File: src/rtl/uart_tx_sequencer.sv
// uart_tx_sequencer: turns debounced send-button presses into LOAD/READY/START strobe
// sequences, one UART frame each. Optional continuous send is enabled by TX_SEQ_AUTO_REPEAT_EN.
module uart_tx_sequencer #(
    parameter int FRAME_BITS = 10,
    parameter int GAP_CYCLES = 2,
    parameter int DEB_CYCLES = 4,
    parameter int PEND_MAX   = 3
) (
    input  logic       clk,
    input  logic       rstn,
    input  logic       send_btn,
    input  logic       auto_mode,
    output logic       load_data,
    output logic       b_ready,
    output logic       t_init,
    output logic       busy,
    output logic       frame_done,
    output logic [7:0] frames_sent,
    output logic       pend_ovf
);
    typedef enum logic [2:0] {
        S_IDLE  = 3'd0,
        S_LOAD  = 3'd1,
        S_READY = 3'd2,
        S_START = 3'd3,
        S_SHIFT = 3'd4,
        S_GAP   = 3'd5
    } state_t;

    localparam logic [7:0] DEB_LAST  = 8'(DEB_CYCLES - 1);
    localparam logic [7:0] BIT_LAST  = 8'(FRAME_BITS - 1);
    localparam logic [7:0] GAP_LAST  = (GAP_CYCLES == 0) ? 8'd0 : 8'(GAP_CYCLES - 1);
    localparam logic [2:0] PEND_FULL = 3'(PEND_MAX);

    state_t     state;
    state_t     state_next;
    logic       sync1, sync2, deb_level, deb_prev, req;
    logic [7:0] deb_cnt, bit_cnt, gap_cnt;
    logic [2:0] pend;
    logic       take, start_go, frame_end;

    // Synchronizer, debounce and rising-edge request (req is registered one cycle after the flip)
    always_ff @(posedge clk) begin
        if (!rstn) begin
            sync1     <= 1'b0;
            sync2     <= 1'b0;
            deb_level <= 1'b0;
            deb_prev  <= 1'b0;
            deb_cnt   <= 8'd0;
            req       <= 1'b0;
        end else begin
            sync1    <= send_btn;
            sync2    <= sync1;
            deb_prev <= deb_level;
            req      <= deb_level & ~deb_prev;
            if (sync2 == deb_level) begin
                deb_cnt <= 8'd0;
            end else if (deb_cnt == DEB_LAST) begin
                deb_level <= sync2;
                deb_cnt   <= 8'd0;
            end else begin
                deb_cnt <= deb_cnt + 8'd1;
            end
        end
    end

    assign take = (state == S_IDLE) && (pend != 3'd0);

`ifdef TX_SEQ_AUTO_REPEAT_EN
    assign start_go = take | ((state == S_IDLE) & auto_mode);
`else
    logic unused_auto;
    assign unused_auto = auto_mode;
    assign start_go    = take;
`endif

    always_ff @(posedge clk) begin
        if (!rstn) begin
            pend     <= 3'd0;
            pend_ovf <= 1'b0;
        end else begin
            case ({req, take})
                2'b10: begin
                    if (pend == PEND_FULL) pend_ovf <= 1'b1;
                    else                   pend     <= pend + 3'd1;
                end
                2'b01:   pend <= pend - 3'd1;
                default: pend <= pend;
            endcase
        end
    end

    always_comb begin
        state_next = state;
        case (state)
            S_IDLE:  if (start_go) state_next = S_LOAD;
            S_LOAD:  state_next = S_READY;
            S_READY: state_next = S_START;
            S_START: state_next = S_SHIFT;
            S_SHIFT: begin
                if (bit_cnt == BIT_LAST) state_next = (GAP_CYCLES == 0) ? S_IDLE : S_GAP;
            end
            S_GAP:   if (gap_cnt == GAP_LAST) state_next = S_IDLE;
            default: state_next = S_IDLE;
        endcase
    end

    assign frame_end = ((state == S_SHIFT) || (state == S_GAP)) && (state_next == S_IDLE);

    always_ff @(posedge clk) begin
        if (!rstn) begin
            state       <= S_IDLE;
            bit_cnt     <= 8'd0;
            gap_cnt     <= 8'd0;
            frame_done  <= 1'b0;
            frames_sent <= 8'd0;
        end else begin
            state      <= state_next;
            bit_cnt    <= (state == S_SHIFT) ? bit_cnt + 8'd1 : 8'd0;
            gap_cnt    <= (state == S_GAP) ? gap_cnt + 8'd1 : 8'd0;
            frame_done <= frame_end;
            if (frame_end) frames_sent <= frames_sent + 8'd1;
        end
    end

    assign load_data = (state == S_LOAD);
    assign b_ready   = (state == S_READY);
    assign t_init    = (state == S_START);
    assign busy      = (state != S_IDLE);

endmodule

File: config.mk
export PLATFORM = sky130hd
export DESIGN_NAME = uart_tx_sequencer
export DESIGN_NICKNAME = d
export VERILOG_FILES = /design/src/rtl/uart_tx_sequencer.sv
export SDC_FILE = /design/constraint.sdc
export NUM_CORES = 1
export LEC_CHECK = 0
export ABC_AREA = 1
export CORE_MARGIN = 1.5
export CORE_UTILIZATION = 35
export CTS_CLUSTER_DIAMETER = 40
export DETAILED_ROUTE_END_ITERATION = 16
export GPL_ROUTABILITY_DRIVEN = 0
export PLACE_DENSITY = 0.58
export SLEW_MARGIN = 20
export SYNTH_ARGS = -nofsm -noshare
export SYNTH_HDL_FRONTEND = slang
export SYNTH_SLANG_ARGS = --single-unit
File: constraint.sdc
create_clock -name clk -period 1.95 [get_ports clk]
set_input_delay 0.195 -clock clk [delete_from_list [all_inputs] [get_ports clk]]
set_output_delay 0.195 -clock clk [all_outputs]
set_load 0.005 [all_outputs]
======== Word level (Yosys, flattened, before mapping) ========
Index checks and enable logic that the tools add are counted.
operators by class
  $add $sub $neg .......................... 6
  equal/unequal tests ..................... 13
  mux-type cells .......................... 6
  bitwise logic cells ..................... 4
  reductions and logical operators ........ 14
operators by type and width
  cell                                                                    count
  8-bit by 1-bit adder with 8-bit output (second input constant)          4
  3-bit one-hot mux with 6 select lines                                   1
  3-bit 2-to-1 mux                                                        4
  2-bit AND reduction                                                     5
  3-bit by 2-bit equality test with 1-bit output (second input constant)  3
  8-bit by 1-bit equality test with 1-bit output (second input constant)  1
  8-bit by 2-bit equality test with 1-bit output (second input constant)  1
  8-bit by 4-bit equality test with 1-bit output (second input constant)  1
  3-bit equality test (second input constant)                             2
  3-bit zero test                                                         2
  3-bit one-hot mux with 2 select lines                                   1
  3-bit nonzero test                                                      2
  3-bit by 1-bit adder with 3-bit output (second input constant)          1
  3-bit by 1-bit equality test with 1-bit output (second input constant)  1
  1-bit NOT                                                               3
  3-bit OR reduction                                                      1
  3-bit by 1-bit subtractor with 3-bit output (second input constant)     1
  2-bit by 1-bit equality test with 1-bit output (second input constant)  1
  2-bit equality test (second input constant)                             1
  1-bit logical AND                                                       2
  2-bit != test (second input constant)                                   1
  2-bit nonzero test                                                      1
  1-bit bitwise AND                                                       1
  1-bit equality test                                                     1
  1-bit logical OR                                                        1
storage, ports and cells
  register bits after elaboration ......... 45
  bits of input ports ..................... 4
  word-level logic and storage cells ...... 56

======== Logic depth before layout (Yosys ltp) ========
Gate-level depths: netlist (run 1).
  depth after elaboration ................. 6
  mapped depth ............................ 10

======== Least setup slack after synthesis (run 1) ========
OpenSTA, ideal clock, no wires.
  path kind ............................... reg-to-reg
  start point ............................. register state[0]
  end point ............................... register pend[2]
  library setup time ...................... 0.115 ns
  arrival ................................. 1.408 ns
  required time ........................... 1.835 ns
  slack ................................... 0.427 ns
  cell stages (with the launch flop) ...... 10
  buffers on the path ..................... 0
  clock period less this slack ............ 1.523 ns
  path through ............................ dfxtp_1 inv_2 nand2_1 nor2_2 nand3_1 fa_1 inv_1 nand4_1 a21oi_1 nor2_1
between the ends
  longest elaborated chain between the ends .. 5
  elaborated cells between the ends (all ways) .. 8
  classes of those cells .................. eq/ne: 3; mux: 1; reduce/logical: 4
ends and longest elaborated chain
  element                                                                                       line  text
  start, declared                                                                               35    state_t state;
  start signal, assigned                                                                        118   state <= state_next;
  3-bit zero test (*)                                                                           67    assign take = (state == S_IDLE) && (pend != 3'd0);
  1-bit logical AND (*)                                                                         67
  2-bit equality test / 2-bit by 1-bit equality test with 1-bit output (equally long branches)  82    case ({req, take})
  2-bit != test (no source line) / 2-bit nonzero test (equally long branches)                   --
  2-bit AND reduction (no source line)                                                          --
  end signal, assigned                                                                          85    else pend <= pend + 3'd1;
  end signal, assigned                                                                          87    2'b01: pend <= pend - 3'd1;
  end signal, assigned                                                                          88    default: pend <= pend;
  end, declared                                                                                 39    logic [2:0] pend;
Every way passes the cells marked *; elsewhere a longest branch is shown, timed or not.
A chain may end at the register's enable or synchronous reset.

======== Worst setup path after layout (run 1) ========
  start point ............................. register state[1]
  end point ............................... output t_init
between the ends
  longest elaborated chain between the ends .. 1
ends and longest elaborated chain
  element                                         line  text
  3-bit by 2-bit equality test with 1-bit output  128   assign t_init = (state == S_START);
  end, declared                                   15    output logic t_init,
No other way between the ends.

==> metrics, run 1 <==
Setup WS pre-CTS 0.3262 ns; worst hold slack 0.3847 ns; Pint around 1.7 mW; status finished, final reports clean; crit path DAT ~1.6 ns; FMAX 553.5 MHz; CTS tree done; CP required 1.75 ns; Initial Util 0.3663; vias per cell 4.433; P_sw 599.0 uW; #FFs+latches synth 45; Hold Path End req; fillers 562; syn nets 283; wire length per cell 9.610 um; crit-path cells inv_1 -> or2_1 -> nor2_2 -> clkdlybuf4s50_1; H-tree levels 2; most common cell after layout, fill and taps aside nor2_1; number of I/O pins 18; largest stage delay on the critical path around 0.53 ns; DR iter-0 viols 74; clk buf depth 2; total die area about 6300 um2; clock insertion delay at the later pin of the skew report ~0.30 ns; first-pass GRT wire length 6258 um; prevailing post-synth register cell dfxtp_1; Reg2Reg Capture Point pend[2]; Residual DRC 0; relative slew slack 0.7782; Die Width roughly 80 um; # Post-CTS Setup Buffers 0; sequential share of power 0.441; port bufs 16; sequential fraction of the synthesis area 0.4439; Avg Inst Size Synth roughly 7.5 um2; vias post-DR 1627; row cnt 27; gr usage total 0.1259; reg2reg start state[0]; kind of critical path flip-flop to primary output; pwr dens 932.0 nW/um2; Die Y 79.15 um; CP Max Fanout 3; GRT Residual Overflow 0; Yosys top cell area share 0.4439; period utilization 0.9264; Pre-Repair DR Iteration Count 4; setup ws final 0.1434 ns; logic gate share of total power 0.190; Ant. Diodes 0; Final HPWL DP between 2000 and 3000 um; CP startpoint kind flip-flop; Synth cell types 31; max-cap violations 0; Finish-stage setup viols 0; setup TNS 0 ns; Worst-path clk slew approximately 0.090 ns; nets 305; most frequent cells in the layout 46 x nor2_1, 45 x dfxtp_1, 42 x nand2_1; fin crit period around 1.8 ns; HP Class flip-flop to flip-flop; P_leak 0.9660 nW; initial antenna violation count 0; top cells by area, synth dfxtp_1 44%, nor2_1 8.9%, nand2_1 7.8%; switching portion of total power 0.2660; largest net degree at the start of global routing 15; Hold Crit Start deb_prev; number of global-route vias before repair 1494; clock share of power 0.368; async set-reset flop share out of synthesis 0; Synth Warn # 0; root buffer cell clkbuf_8; core area approximately 5500 um2; final hold violations 0; r2r setup slk between 0.2 and 0.3 ns; synthesized cell area 2029 um2; skew final about 0.012 ns; area leader, netlist dfxtp_1; Max IR drop VDD 0.4273 mV; CTS sink cnt 45; RSZ-0062 raised after global routing no; share of layout cells above drive strength 1 0.09492; Final ANT Viol Nets 0; CP max-delay cell clkdlybuf4s50_1; worst hold stages 1; Pins Over Slew Limit 0; area grow syn2layout 19.05%; CP Capture Type primary output; routed wire length 3527 um; R2R cell count 9; TritonCTS buffer count 5; actual slew at the worst max-slew pin 0.3319 ns; number of synthesized flops with an enable pin 0; Post-Syn Instances ~270
[synth_stat cells, types with 3 or more instances]
| master | number |
|---|---|
| nor2_1 | 48 |
| dfxtp_1 | 45 |
| ha_1 | 6 |
| nand3_1 | 18 |
| nor2_2 | 3 |
| nand2_1 | 42 |
| nor3_1 | 10 |
| inv_1 | 37 |
| a21oi_1 | 15 |
| inv_2 | 6 |
| nor3b_1 | 3 |
| nand4_1 | 5 |
| o21ai_0 | 8 |
[repair_timing]
action / 4_1_cts / 5_1_grt
gates resized for setup: 0 / 2
hold buffers: 0 / 0
setup endpoints to repair: 0 / 1
[layer usage]
metal	global-route usage	up-vias	wire, um
met1	0.1635	692	1896
met5	0	-	0
li1	-	909	-
met3	0.03448	6	115
met4	0.05789	0	69
met2	0.1932	20	1446
[worst max-delay path by stage]
stage | from | endpoint | cells after the start
2_1_floorplan | state[0] | pend[2] | 9
3_3_place_gp | state[0] | pend[2] | 9
3_5_place_dp | state[0] | pend[2] | 9
4_1_cts | state[1] | t_init | 4
5_1_grt | state[1] | t_init | 4
6_report | state[1] | t_init | 4
[power groups by stage]
stage / sequential (mW) / combinational, mW / clock, mW
final: 0.993 / 0.429 / 0.829
after global routing: 1.00 / 0.505 / 0.898
after CTS: 0.993 / 0.426 / 0.856
after detailed placement: 1.01 / 0.425 / 0
after global placement: 1.01 / 0.426 / 0
after floorplan: 1.01 / 0.308 / 0
[worst max-delay path, delay by kind of cell (launching register included)]
kind | cells | cell delay (ns)
buffers and inverters | 2 | 0.59
AND/OR/NAND/NOR | 2 | 0.39
flip-flops | 1 | 0.34
[area by class of cell]
class,instances,area [um2],area share
tap,72,90.09,0.03729
sequential,45,900.9,0.3729
clock buffer,5,68.82,0.02848
clock inverter,3,65.06,0.02693
inverter,43,161.4,0.06680
timing repair buffer,18,175.2,0.07250
multi-input combinational,181,954.7,0.3951
[cells by family after synthesis]
family / Yosys count / share of synthesized area
flip-flops: 45 / 0.4439
AO/OA/AOI/OAI: 30 / 0.08076
XOR/XNOR: 4 / 0.01727
AND/OR/NAND/NOR: 140 / 0.3231
buffers and inverters: 46 / 0.08816
adder cells (fa/ha/maj): 7 / 0.04686
[through the flow]
stage,utilization,cell area (um2),std cells,power [mW]
global route,0.4361,2416,367,2.404
detailed placement,0.4110,2277,359,1.439
global placement,0.4110,2277,359,1.438
CTS,0.4352,2411,367,2.276
finish,0.4361,2416,367,2.252
floorplan,-,2029,272,1.315
[registers in the layout, indices dropped and copies added (netlist names), 3 cells and up]
signal,flops
pend,3
deb_cnt,8
state,3
bit_cnt,8
frames_sent,8
gap_cnt,8
Note: power is estimated with default switching activity, not from simulation.
==> run 2: changes to the inputs <==
SLEW_MARGIN = 5   (was 20)
==> results of run 2 <==
No change in the layout: final DEF, timing and power equal those of run 1.
==> run 3: changes to the inputs <==
clock period = 2.2 ns   (was 1.95 ns; I/O delays follow)
==> metrics, run 3 (synthesis results as in run 1) <==
area grow syn2layout 18.80% (was 19.05%); H-tree levels 2 (unchanged); Worst-path clk slew 0.08 ns (was 0.09 ns); Finished Layout Cells 367 (unchanged); vias post-DR 1641 (was 1627); row cnt 27 (unchanged); max-cap violations 0 (unchanged); Residual DRC 0 (unchanged); FMAX 526.9 MHz; CP Capture Point b_ready (was t_init); largest net degree at the start of global routing 15 (unchanged); initial antenna violation count 0 (unchanged); actual slew at the worst max-slew pin 0.3224 ns (was 0.3319 ns); Final ANT Viol Nets 0 (unchanged); RSZ-0062 raised after global routing no (unchanged); largest stage delay on the critical path 0.55 ns (was 0.53 ns); setup ws final 0.3022 ns (was 0.1434 ns); Reg2Reg Capture Point pend[2] (unchanged); port bufs 16 (unchanged); fin area 2411 um2 (was 2416 um2); nets 305 (unchanged); CP Max Fanout 3 (unchanged); number of global-route vias before repair 1438 (was 1494); crit path DAT 1.68 ns (was 1.61 ns); wire length per cell 9.289 um (was 9.610 um); Pre-Repair DR Iteration Count 4 (unchanged); Setup WS pre-CTS 0.5562 ns (was 0.3262 ns); TritonCTS buffer count 5 (unchanged); Die Width 79.15 um (unchanged); crit path launch state[1] (unchanged); gr usage total 0.1235 (was 0.1259); fin crit period approximately 1.9 ns; Ant. Diodes 0 (unchanged); CP Capture Type primary output (unchanged); relative slew slack 0.7845 (was 0.7782); fillers 568 (was 562); buffer and inverter count on the worst path 2 (unchanged); routed wire length 3409 um (was 3527 um); r2r setup slk 0.54 ns (was 0.29 ns); first-pass GRT wire length 6134 um (was 6258 um); P_leak 0.9664 nW (was 0.9660 nW); Final HPWL DP 2540 um (was 2572 um); Initial Util 0.3663 (unchanged); Max IR drop VDD 0.4369 mV (was 0.4273 mV); CP startpoint kind flip-flop (unchanged); Design Power 1.986 mW (was 2.252 mW); total die area 6264 um2 (unchanged); kind of critical path flip-flop to primary output (unchanged); GRT Residual Overflow 0 (unchanged); R2R cell count 9 (unchanged); # Post-CTS Setup Buffers 0 (unchanged); Post-CTS Hold Fix Bufs 0 (unchanged); reg2reg start state[1] (was state[0]); clk buf depth 2 (unchanged); Worst path top cell family by delay buffers and inverters (unchanged); crit-path cells inv_1 -> or2_1 -> nor2_1 -> clkdlybuf4s50_1 (was inv_1 -> or2_1 -> nor2_2 -> clkdlybuf4s50_1); root buffer cell clkbuf_8 (unchanged); share of layout cells above drive strength 1 0.08814 (was 0.09492); most frequent cells in the layout 48 x nor2_1, 45 x dfxtp_1, 42 x nand2_1 (was 46 x nor2_1, 45 x dfxtp_1, 42 x nand2_1); Die Y 79.15 um (unchanged); dpl cell area 2277 um2 (unchanged); Finish-stage setup viols 0 (unchanged); setup TNS 0 ns (unchanged); skew final 0.008754 ns (was 0.01213 ns); number of I/O pins 18 (unchanged); final hold violations 0 (unchanged); WP depth 4 (unchanged); pwr dens 823.8 nW/um2 (was 932.0 nW/um2); placed insts 359 (unchanged); most common cell after layout, fill and taps aside nor2_1 (unchanged); CTS sink cnt 45 (unchanged); Pins Over Slew Limit 0 (unchanged); clock insertion delay at the later pin of the skew report 0.29 ns (was 0.30 ns); vias per cell 4.471 (was 4.433); HP Class flip-flop to flip-flop (unchanged); period utilization 0.8626; CTS resizes 0 (unchanged); DR iter-0 viols 54 (was 74); CTS tree done (unchanged); core area 5540 um2 (unchanged); CP required 1.98 ns (was 1.75 ns); CP max-delay cell clkdlybuf4s50_1 (unchanged); status finished, final reports clean (unchanged)
## run 3: cell counts in the layout (fill, tap and decap cells not counted)
Identical to the previous run, type by type.
## run 3: area by class of cell
type / count / area (um2) / share of cell area
clock buffers: 5 / 68.82 / 0.02854
repair buffers: 18 / 175.2 / 0.07265
flip-flops and latches: 45 / 900.9 / 0.3736
multi-input cells: 181 / 949.7 / 0.3939
inverters: 43 / 161.4 / 0.06694
well taps: 72 / 90.09 / 0.03736
clock inverters: 3 / 65.06 / 0.02698
## run 3: worst min path at each step
stage	cells after the start	startpoint	end	slack, ns
finish	1	deb_prev	req	0.39
CTS	1	deb_prev	req	0.39
global placement	1	deb_prev	req	0.37
floorplan	2	send_btn	sync1	0.32
detailed placement	1	deb_prev	req	0.38
global route	1	deb_prev	req	0.41
## run 3: power by group
| part | switching, mW | internal, mW | leakage (nW) | total, mW |
|---|---|---|---|---|
| Sequential | 0.0258 | 0.855 | 0.364 | 0.880 |
| Clock | 0.277 | 0.451 | 0.0681 | 0.729 |
| Combinational | 0.219 | 0.158 | 0.534 | 0.377 |
| Total | 0.523 | 1.46 | 0.966 | 1.99 |
## run 3: per-stage QoR
step / hold slack, ns / utilization
after floorplan: 0.3176 / -
after global placement: 0.3728 / 0.4110
after detailed placement: 0.3779 / 0.4110
after CTS: 0.3900 / 0.4352
after global routing: 0.4094 / 0.4352
final: 0.3869 / 0.4352
## run 3: per-layer routing
metal / part of all wire / global-route usage / routed length, um
met5: 0 / 0 / 0
met4: 0.017 / 0.05789 / 59
met2: 0.41 / 0.1795 / 1396
met3: 0.039 / 0.03908 / 134
met1: 0.53 / 0.1651 / 1819
